<file path="src/rtl/store_buffer.sv">
// store_buffer: circular FIFO of committed stores drained oldest-first into the D$,
// with a combinational youngest-match search for load forwarding and overlap stalls.
module store_buffer #(
    parameter int SB_DEPTH   = 4,
    parameter int ADDR_WIDTH = 32,
    parameter int DATA_WIDTH = 32
) (
    input  logic                        clock,
    input  logic                        reset,
    input  logic                        push_valid,
    input  logic [ADDR_WIDTH-1:0]       push_addr,
    input  logic [1:0]                  push_size,
    input  logic [DATA_WIDTH-1:0]       push_data,
    output logic                        push_ready,
    output logic                        buffer_empty,
    output logic                        buffer_full,
    output logic [$clog2(SB_DEPTH):0]   sb_count,
    input  logic                        get_oldest,
    output logic                        oldest_valid,
    output logic [ADDR_WIDTH-1:0]       oldest_addr,
    output logic [1:0]                  oldest_size,
    output logic [DATA_WIDTH-1:0]       oldest_data,
    input  logic                        fwd_req,
    input  logic [ADDR_WIDTH-1:0]       fwd_addr,
    input  logic [1:0]                  fwd_size,
    output logic                        fwd_hit,
    output logic [DATA_WIDTH-1:0]       fwd_data,
    output logic                        fwd_conflict
);
    localparam int PW = $clog2(SB_DEPTH);
    localparam int CW = PW + 1;

    logic [ADDR_WIDTH-1:0] addr_q [SB_DEPTH];
    logic [ADDR_WIDTH-1:0] addr_d [SB_DEPTH];
    logic [1:0]            size_q [SB_DEPTH];
    logic [1:0]            size_d [SB_DEPTH];
    logic [DATA_WIDTH-1:0] data_q [SB_DEPTH];
    logic [DATA_WIDTH-1:0] data_d [SB_DEPTH];
    logic [SB_DEPTH-1:0]   valid_q, valid_d;
    logic [PW-1:0]         head_q, head_d, tail_q, tail_d;
    logic [CW-1:0]         count_q, count_d;
    logic                  push_acc, pop_acc;
    logic                  found;
    logic [PW-1:0]         sel;

    // Size 3 is treated as a full word.
    function automatic logic [2:0] nbytes(input logic [1:0] s);
        return (s == 2'd0) ? 3'd1 : (s == 2'd1) ? 3'd2 : 3'd4;
    endfunction

    function automatic logic overlap(input logic [ADDR_WIDTH-1:0] a, input logic [1:0] as,
                                     input logic [ADDR_WIDTH-1:0] b, input logic [1:0] bs);
        logic [2:0] ao;
        logic [2:0] bo;
        ao = {1'b0, a[1:0]};
        bo = {1'b0, b[1:0]};
        return (a[ADDR_WIDTH-1:2] == b[ADDR_WIDTH-1:2]) && (ao < bo + nbytes(bs)) && (bo < ao + nbytes(as));
    endfunction

    function automatic logic [DATA_WIDTH-1:0] size_mask(input logic [1:0] s);
        return (s == 2'd0) ? DATA_WIDTH'(8'hff) : (s == 2'd1) ? DATA_WIDTH'(16'hffff) : '1;
    endfunction

    assign buffer_empty = (count_q == '0);
    assign buffer_full  = (count_q == CW'(SB_DEPTH));
    assign push_ready   = !buffer_full;
    assign oldest_valid = !buffer_empty;
    assign sb_count     = count_q;
    assign push_acc     = push_valid && push_ready;
    assign pop_acc      = get_oldest && oldest_valid;
    assign oldest_addr  = oldest_valid ? addr_q[head_q] : '0;
    assign oldest_size  = oldest_valid ? size_q[head_q] : '0;
    assign oldest_data  = oldest_valid ? data_q[head_q] : '0;

    always_comb begin
        addr_d  = addr_q;
        size_d  = size_q;
        data_d  = data_q;
        valid_d = valid_q;
        if (push_acc) begin
            addr_d[tail_q]  = push_addr;
            size_d[tail_q]  = push_size;
            data_d[tail_q]  = push_data;
            valid_d[tail_q] = 1'b1;
        end
        if (pop_acc)
            valid_d[head_q] = 1'b0;
        head_d  = head_q + PW'(pop_acc);
        tail_d  = tail_q + PW'(push_acc);
        count_d = count_q + CW'(push_acc) - CW'(pop_acc);
    end

    // Walk oldest to youngest so the last overlapping entry found is the youngest.
    always_comb begin
        found = 1'b0;
        sel   = '0;
        for (int i = 0; i < SB_DEPTH; i++) begin
            if (valid_q[head_q + PW'(i)] &&
                overlap(addr_q[head_q + PW'(i)], size_q[head_q + PW'(i)], fwd_addr, fwd_size)) begin
                found = 1'b1;
                sel   = head_q + PW'(i);
            end
        end
        fwd_hit      = fwd_req && found && (addr_q[sel] == fwd_addr) && (size_q[sel] == fwd_size);
        fwd_conflict = fwd_req && found && !fwd_hit;
        fwd_data     = fwd_hit ? (data_q[sel] & size_mask(fwd_size)) : '0;
    end

    always_ff @(posedge clock or negedge reset) begin
        if (!reset) begin
            addr_q  <= '{default: '0};
            size_q  <= '{default: '0};
            data_q  <= '{default: '0};
            valid_q <= '0;
            head_q  <= '0;
            tail_q  <= '0;
            count_q <= '0;
        end else begin
            addr_q  <= addr_d;
            size_q  <= size_d;
            data_q  <= data_d;
            valid_q <= valid_d;
            head_q  <= head_d;
            tail_q  <= tail_d;
            count_q <= count_d;
        end
    end
endmodule
</file>
<file path="config.mk">
export PLATFORM = sky130hd
export DESIGN_NAME = store_buffer
export DESIGN_NICKNAME = d
export VERILOG_FILES = /design/src/rtl/store_buffer.sv
export SDC_FILE = /design/constraint.sdc
export NUM_CORES = 1
export LEC_CHECK = 0
export ABC_AREA = 1
export BUFFER_PORTS_ARGS = -buffer_cell sky130_fd_sc_hd__buf_2
export CORE_MARGIN = 10
export CORE_UTILIZATION = 30
export DETAILED_ROUTE_END_ITERATION = 16
export PLACE_DENSITY_LB_ADDON = 0.2
export SLEW_MARGIN = 20
export SYNTH_ARGS = -nofsm -noshare
export SYNTH_HDL_FRONTEND = slang
export SYNTH_SLANG_ARGS = --single-unit
</file>
<file path="constraint.sdc">
create_clock -name clock -period 9.14 [get_ports clock]
set_input_delay 0 -clock clock [delete_from_list [all_inputs] [get_ports clock]]
set_output_delay 0 -clock clock [all_outputs]
set_load 0.01 [all_outputs]
</file>
Word level (Yosys, flattened, before mapping)
Cells that the tools add are included.
{ "word_totals": {"out_inout_bits": 107, "reg_bits": 275, "word_cells": 183, "input_bits": 105} }
{ "classes": {"n_reduce_logical": 30, "n_addsub": 12, "mux": 81, "eq_ne": 12, "magnitude_cmp": 22, "n_bitwise": 10} }
{ "op_table": {"columns": ["cell", "n"], "rows": [
  ["32-bit 2-to-1 mux", 20],
  ["32-bit binary-select mux with 2-bit select", 7],
  ["128-bit bitwise mux", 2],
  ["30-bit == test", 4],
  ["32-bit demux with 2-bit select", 1],
  ["32-bit bitwise AND", 1],
  ["32-bit == test", 1],
  ["2-bit 2-to-1 mux", 16],
  ["3-bit 2-to-1 mux", 10],
  ["2-bit by 3-bit < comparator with 1-bit output", 8],
  ["1-bit logical AND", 21],
  ["2-bit binary-select mux with 2-bit select", 5],
  ["3-bit greater-or-equal comparator (second input constant)", 6],
  ["2-bit NOT with 3-bit output", 6],
  ["2-bit by 3-bit adder with 3-bit output", 5],
  ["2-bit by 3-bit < comparator with 1-bit output (second input constant)", 5],
  ["2-bit by 1-bit == test with 1-bit output (second input constant)", 5],
  ["2-bit logical NOT", 5],
  ["1-bit 2-to-1 mux", 10],
  ["1-bit binary-select mux with 2-bit select", 4],
  ["8-bit bitwise mux", 1],
  ["4-bit 2-to-1 mux", 2],
  ["2-bit by 1-bit adder with 2-bit output", 2],
  ["2-bit adder (second input constant)", 2],
  ["14 further kinds", 18]
]} }

Longest topological paths before layout
Gate-level depths: netlist (run 1).
{ "depth": {"depth_word": 24, "mapped_depth": 42} }

Least setup slack after synthesis (run 1)
No wires, ideal clock.
{ "synth_timing": {"kind": "register to output", "start": "register head_q[0]", "end": "output fwd_data[21]", "arrival_time_ps": 5844, "stages_incl_launch_ff": 41, "n_path_buf": 10, "setup_slack_ps": 3296, "t_required_ps": 9140, "cell_sequence": "dfrtp_1 -> inv_2 -> buf_2 -> buf_2 -> clkbuf_1 -> clkbuf_1 -> ha_1 -> inv_2 -> buf_2 -> buf_2 -> buf_1 -> nand2_1 -> o21ai_0 -> nand2_1 -> inv_1 -> ha_1 -> inv_1 -> fa_1 -> [... 5 more ...] -> nand3_1 -> nor2_2 -> inv_1 -> o21ai_1 -> nand2_2 -> nand2_2 -> buf_4 -> buf_6 -> nand2_1 -> nand3_1 -> nand2_1 -> xor2_1 -> nor2_1 -> nand2_1 -> nor2_1 -> nand3_2 -> buf_6 -> nor2_2"} }
{ "synth_via": {"elab_chain_len": 23, "elab_cells_between_ends": 108} }
{ "synth_rtl": {"columns": ["element", "line", "rtl"], "rows": [
  ["from (decl)", "40", "logic [PW-1:0] head_q, head_d, tail_q, tail_d;"],
  ["from (signal assigned)", "115", "head_q <= '0;"],
  ["from (signal assigned)", "123", "head_q <= head_d;"],
  ["2-bit by 1-bit adder with 2-bit output / 2-bit NOT with 3-bit output (equally long branches)", "98, 99, 101", null],
  ["2-bit NOT with 3-bit output (not written as such) / 2-bit binary-select mux with 2-bit select (equally long branches)", "99", "overlap(addr_q[head_q + PW'(i)], size_q[head_q + PW'(i)], fwd_addr, fwd_size)) begin"],
  ["2-bit binary-select mux with 2-bit select / 2-bit 2-to-1 mux (equally long branches)", "99", null],
  ["2-bit 2-to-1 mux (not written as such)", "99", null],
  ["2-bit 2-to-1 mux (not written as such) / 2-bit by 1-bit == test with 1-bit output (equally long branches)", "99, 48", null],
  ["2-bit by 1-bit == test with 1-bit output / 3-bit 2-to-1 mux (equally long branches)", "48", "return (s == 2'd0) ? 3'd1 : (s == 2'd1) ? 3'd2 : 3'd4;"],
  ["3-bit 2-to-1 mux", "48", null],
  ["3-bit 2-to-1 mux / 2-bit by 3-bit adder with 3-bit output (equally long branches)", "48, 57", null],
  ["[... 3 more ...]", null, null],
  ["1-bit logical AND / 2-bit 2-to-1 mux (equally long branches)", "98", "if (valid_q[head_q + PW'(i)] &&"],
  ["2-bit 2-to-1 mux (3 in series)", "98", null],
  ["2-bit NOT with 3-bit output (not written as such)", "104, 106", null],
  ["32-bit binary-select mux with 2-bit select", "104", "fwd_hit = fwd_req && found && (addr_q[sel] == fwd_addr) && (size_q[sel] == fwd_size);"],
  ["32-bit 2-to-1 mux (not written as such) (2 in series)", "104", null],
  ["32-bit == test", "104", null],
  ["1-bit logical AND (2 in series)", "104", null],
  ["32-bit 2-to-1 mux (*)", "106", "fwd_data = fwd_hit ? (data_q[sel] & size_mask(fwd_size)) : '0;"],
  ["to (decl)", "27", "output logic [DATA_WIDTH-1:0] fwd_data,"]
]} }
Mark *: on every way between the ends. The rest lies on a longest branch, timed or not. The select of a mux whose other input is x is not followed.

Worst setup path after layout (run 1)
{ "layout_timing": {"start": "register head_q[1]", "end": "output fwd_data[25]"} }
Same word-level chain as after synthesis.

==> flow_summary_export.csv, run 1 <==
group,metric,value,unit
flow_run,timing.max_cap.violations,0,
synth,synth_flop_cell,"dfrtp_1",
sta,clock_skew,0.0256,ns
synth,synth_edf_count,0,
synth,synth_seq_area_share,34.9,%
layout,final-seq-area,6890,µm²
placement,dp_hpwl,58400,µm
clocking,cts_setup_buffers,0,
critical_path,crit_family,"simple AND/OR/NAND/NOR gates",
critical_path,crit_type,"reg2out",
die,core_region_area,64800,µm²
run_status,status,"complete, no violations",
clocking,cts_buffers,36,
critical_path,crit_required,9.14,ns
drt,drt_iter0_drc,2417,
drt,avgRoutedWirePerCell,19.7,µm
drt,vias_per_cell,5.14,
critical_path,path_common_cell,"nor2_1",
drt,drc,0,
layout,layout_commonest_cell,"nand2_1",
synth,synth-seq-cells,275,
sta,grt_setup_unrepaired,"false",
layout,area_growth_syn_to_layout,17.5,%
critical_path,cp.arrival,7.79,ns
die,dieWidth,276,µm
critical_path,worstSetupEndpointType,"output port",
critical_path,cp_num_buf_inv,6,
critical_path,cp_slowest_stage_delay,0.76,ns
global_routing,gr-total-overflow,0,
min_path,hp-class,"in2reg",
synth,syn-num-nets,3287,
placement,gp_congestion,0.968,
sta,finalSetupViolCount,0,
global_routing,grt_antenna_before_repair,3,
clocking,clk_latency,0.59,ns
clocking,htree_levels,2,
layout,final_cell_mix,"nand2_1 (1,132), nand3_1 (451), o21ai_0 (408)",
layout,nFillCells,7050,
global_routing,grt_max_degree,104,
pwr,ir_drop,0.259,mV
drt,num_vias,21522,
sta,tns,0,ns
synth,async_flop_share,100,%
layout,nets,3436,
drt,drt-pass1-iter-count,7,
critical_path,worst-path-max-fanout,90,
sta,finalCritPeriodShare,85.2,%
global_routing,track_usage,20.6,%
clocking,clock_path_buffers,3,
sta,fmax,0.128,GHz
pwr,finalPower,9.66,mW
global_routing,first_global_vias,19939,
sta,max-slew-margin-rel,33.8,%
placement,io_buffer_count,211,
die,start_util,30.4,%
synth,syn_area,19700,µm²
synth,syn_inst,3155,
die,die_h,276,µm
clocking,path_clk_slew,0.06,ns
layout,drive_above_1_share,9.86,%
die,die-area,76400,µm²
clocking,cts_tree,"done",
layout,multiInputGateArea,11100,µm²
clocking,root_buffer,"clkbuf_16",
synth,ys_warn_count,0,
clocking,clock_sinks,275,
pwr,power_leakage,11.7,nW
drt,wirelength,82300,µm
global_routing,grt_pass1_wl,124000,µm
critical_path,critPathLaunchType,"register",
die,fp-row-count,93,
drt,final_antenna_net_count,0,
pwr,p_per_area,417,nW/µm²
sta,layout_min_cycle_time,7.79,ns
synth,syn_area_per_cell,6.25,µm²
sta,report.final.slew_viol_count,0,
sta,hold_viol_final,0,
sta,worst_pin_slew,0.994,ns
critical_path,cp_slowest_cell,"buf_4",
die,io-pin-count,212,
synth,ys_types,33,
[power breakdown]
group | internal, mW | switching [mW] | total (mW)
registers | 1.79 | 0.616 | 2.41
clock network | 0.853 | 0.595 | 1.45
logic | 1.86 | 3.94 | 5.80
total | 4.51 | 5.15 | 9.66
[kinds of logic after synthesis]
family	synth area share [%]
simple gates	37.7
flops	34.9
xor+xnor	0.977
fa+ha+maj	1.94
compound gates	15.4
mux	0.102
buf+inv	8.98
[Yosys cell counts (all sizes together) (3+ instances only)]
library cell	instances	area, µm²
buf	79	408
nand2	1136	4270
clkbuf	115	432
nor3	3	15.0
a21o	4	30.0
ha	21	263
fa	6	120
or2	5	31.3
dfrtp	275	6880
nand4	4	25.0
o211ai	47	353
xor2	20	175
o21ai	420	2100
inv	247	927
nor2	207	810
nand3	454	2280
a21oi	100	500
[worst register-to-register path, cell delays in order (launching register included)]
cell	delay, ns
dfrtp_1	0.45
inv_1	0.08
nand3_1	0.10
nand2_1	0.20
inv_1	0.16
nand3_4	0.47
buf_4	0.82
o21ai_0	0.23
[path summary, 6_finish.rpt]
check	start	end	slack [ns]	cells after the start
setup / recovery	head_q[1]	fwd_data[25]	1.35	26
setup reg to reg	sb_count[1]	addr_q[4]	6.44	7
hold reg to reg	data_q[21]	data_q[21]	0.48	2
min in group asynchronous	reset	data_q[82]	0.05	2
max in group asynchronous	reset	addr_q[94]	6.96	4
hold / removal	push_valid	tail_q[0]	0.03	4
[final cells by class]
cell class | instances | share of cell area (%)
Antenna cell | 2 | 0.0216
Tap cell | 855 | 4.61
Clock inverter | 10 | 0.799
Multi-Input combinational cell | 2438 | 48.0
Inverter | 248 | 4.04
Sequential cell | 275 | 29.7
Timing Repair Buffer | 305 | 8.38
Clock buffer | 52 | 4.45
[what timing repair did]
action | CTS | global route
hold buffers | 68 | 0
resized for setup | 0 | 0
endpoints found under the hold margin | 369 | 0
[metrics by stage]
step	instances	worst slack (ns)	util [%]	area, µm²	hold WS [ns]
2_1_floorplan	3155	3.30	-	19700	-0.296
5_1_grt	4184	0.644	35.8	23200	0.0776
3_3_place_gp	4053	2.08	32.8	21300	0.130
4_1_cts	4183	1.36	35.8	23200	0.0189
3_5_place_dp	4053	1.99	32.8	21300	0.129
6_report	4185	1.35	35.8	23200	0.0345
[sequential cells by signal (all words and copies together), names as in the netlist]
signal,count
data_q,128
sb_count,3
head_q,2
size_q,8
tail_q,2
addr_q,128
valid_q,4
[routing by layer]
metal	vias up	wire length, µm	track usage, %
li1	10539	-	-
met1	10014	37800	28.6
met2	837	35100	30.8
met5	-	9	0
met3	130	6540	4.61
met4	2	2830	7.25
No activity file was read; power rests on OpenSTA's default activity.
==> run 2, diff against run 1 <==
--- a/config.mk
+++ b/config.mk
@@ -11,6 +11,7 @@
 export CORE_UTILIZATION = 30
 export DETAILED_ROUTE_END_ITERATION = 16
 export PLACE_DENSITY_LB_ADDON = 0.2
+export REMOVE_ABC_BUFFERS = 1
 export SLEW_MARGIN = 20
 export SYNTH_ARGS = -nofsm -noshare
 export SYNTH_HDL_FRONTEND = slang
==> flow_summary_export.csv, run 2 (same netlist as run 1, synthesis figures left out) <==
group,metric,value,unit
placement,preCtsSetupSlack,1.33,ns
pwr,ir_drop,0.287,mV
drt,final_antenna_net_count,0,
min_path,hp-class,"in2async",
layout,drive_above_1_share,9.86,%
sta,hold_viol_final,0,
pwr,p_per_area,413,nW/µm²
drt,num_vias,21093,
layout,layout_commonest_cell,"nand2_1",
critical_path,worstSetupEndpointType,"output port",
clocking,path_clk_slew,0.06,ns
sta,clock_skew,0.0342,ns
critical_path,worst-path-max-fanout,96,
drt,drc,0,
pwr,power_leakage,11.7,nW
layout,nFillCells,7140,
critical_path,cp_slowest_stage_delay,0.65,ns
global_routing,gr-total-overflow,0,
sta,layout_min_cycle_time,7.85,ns
sta,max-slew-margin-rel,37.6,%
pwr,finalPower,9.58,mW
die,io-pin-count,212,
layout,final_cell_mix,"nand2_1 (1,132), nand3_1 (451), o21ai_0 (408)",
die,fp-row-count,93,
die,dieWidth,276,µm
die,start_util,30.4,%
clocking,clock_sinks,275,
drt,drt-pass1-iter-count,6,
critical_path,crit_required,9.14,ns
global_routing,track_usage,19.8,%
sta,finalSetupViolCount,0,
drt,vias_per_cell,5.04,
critical_path,cp_slowest_cell,"buf_4",
critical_path,critPathLaunchType,"register",
critical_path,crit_type,"reg2out",
clocking,root_buffer,"clkbuf_16",
layout,finalInstanceArea,23200,µm²
placement,gp_congestion,0.931,
critical_path,cp_num_buf_inv,8,
global_routing,grt_pass1_wl,121000,µm
clocking,cts_setup_buffers,0,
sta,tns,0,ns
clocking,cts_buffers,36,
layout,post-route-util,35.8,%
layout,nets,3435,
drt,avgRoutedWirePerCell,18.8,µm
critical_path,crit_path_start,"head_q[0]",
run_status,status,"complete, no violations",
placement,placed_cells,4052,
global_routing,grt_antenna_before_repair,5,
layout,area_growth_syn_to_layout,17.7,%
sta,grt_setup_unrepaired,"false",
sta,hold_ws,0.0211,ns
placement,io_buffer_count,211,
sta,finalCritPeriodShare,85.9,%
sta,worst_pin_slew,0.936,ns
clocking,cts_tree,"done",
global_routing,grt_max_degree,185,
drt,drt_iter0_drc,1829,
die,die_h,276,µm
critical_path,r2r_start,"sb_count[1]",
clocking,clk_latency,0.58,ns
clocking,htree_levels,2,
placement,dp_hpwl,55000,µm
critical_path,cp.arrival,7.85,ns
sta,report.final.slew_viol_count,0,
sta,fmax,0.127,GHz
die,die-area,76400,µm²
global_routing,first_global_vias,19883,
layout,largestRegisters,"addr_q x128, data_q x128, size_q x8",
layout,finalNonFillerCells,4186,
critical_path,path_common_cell,"nand2_1",
flow_run,timing.max_cap.violations,0,
sta,layout_setup_ws,1.29,ns
drt,wirelength,78600,µm
clocking,clock_path_buffers,3,
critical_path,crit_family,"simple AND/OR/NAND/NOR gates",
die,core_region_area,64800,µm²
placement,placed_area,21300,µm²
run 2: cell count changes in the layout (fill, tap and decap cells not counted):
cell and change:
clkinvlp_4 -1, clkinv_16 -2, inv_2 -2, buf_4 -2, clkinv_2 +1, clkbuf_1 -1, nand2_4 -1, nand2_8 +1
clkinv_8 +1, diode_2 +2, buf_12 +1, clkbuf_8 +3, inv_16 +1
run 2: path summary, 6_finish.rpt:
path | endpoint | depth (start not counted) | slack (ns)
max | fwd_data[12] | 33 | 1.29
min | addr_q[100] | 2 | 0.02
max reg2reg | data_q[36] | 8 | 6.42
min reg2reg | data_q[20] | 2 | 0.48
max in group asynchronous | data_q[56] | 4 | 6.84
min in group clock | tail_q[0] | 4 | 0.04
run 2: power breakdown:
group / leakage (nW) / switching [mW] / total [mW] / internal (mW)
clock: 0.594 / 0.588 / 1.46 / 0.872
sequential: 3.43 / 0.537 / 2.33 / 1.79
combinational: 7.69 / 3.92 / 5.79 / 1.87
run 2: area by class of cell:
class | count | area, µm² | area share [%]
Sequential cell | 275 | 6890 | 29.7
Clock inverter | 8 | 149 | 0.642
Multi-Input combinational cell | 2438 | 11100 | 48.0
Timing Repair Buffer | 304 | 1950 | 8.39
Inverter | 248 | 938 | 4.04
Antenna cell | 4 | 10.0 | 0.0431
Clock buffer | 54 | 1070 | 4.60
Tap cell | 855 | 1070 | 4.61
run 2: what timing repair did:
action	in CTS	in global routing
hold endpoints to repair	343	0
resized for setup	0	0
hold buffers	68	0
run 2: worst reg2reg max path, cell delays in order (launching register included):
cell,delay (ns)
dfrtp_1,0.47
inv_1,0.06
nand3_1,0.11
nand2_1,0.16
inv_1,0.21
nand3_4,0.67
buf_4,0.66
nand2_1,0.15
o21ai_0,0.09
run 2: per-layer routing:
metal | share of wire (%) | track usage, % | vias to the layer above
met3 | 7.7 | 4.23 | 128
met1 | 45 | 26.5 | 9688
met4 | 2.8 | 6.26 | 4
met5 | 0.034 | 0 | -
li1 | - | - | 10535
met2 | 45 | 31.4 | 738
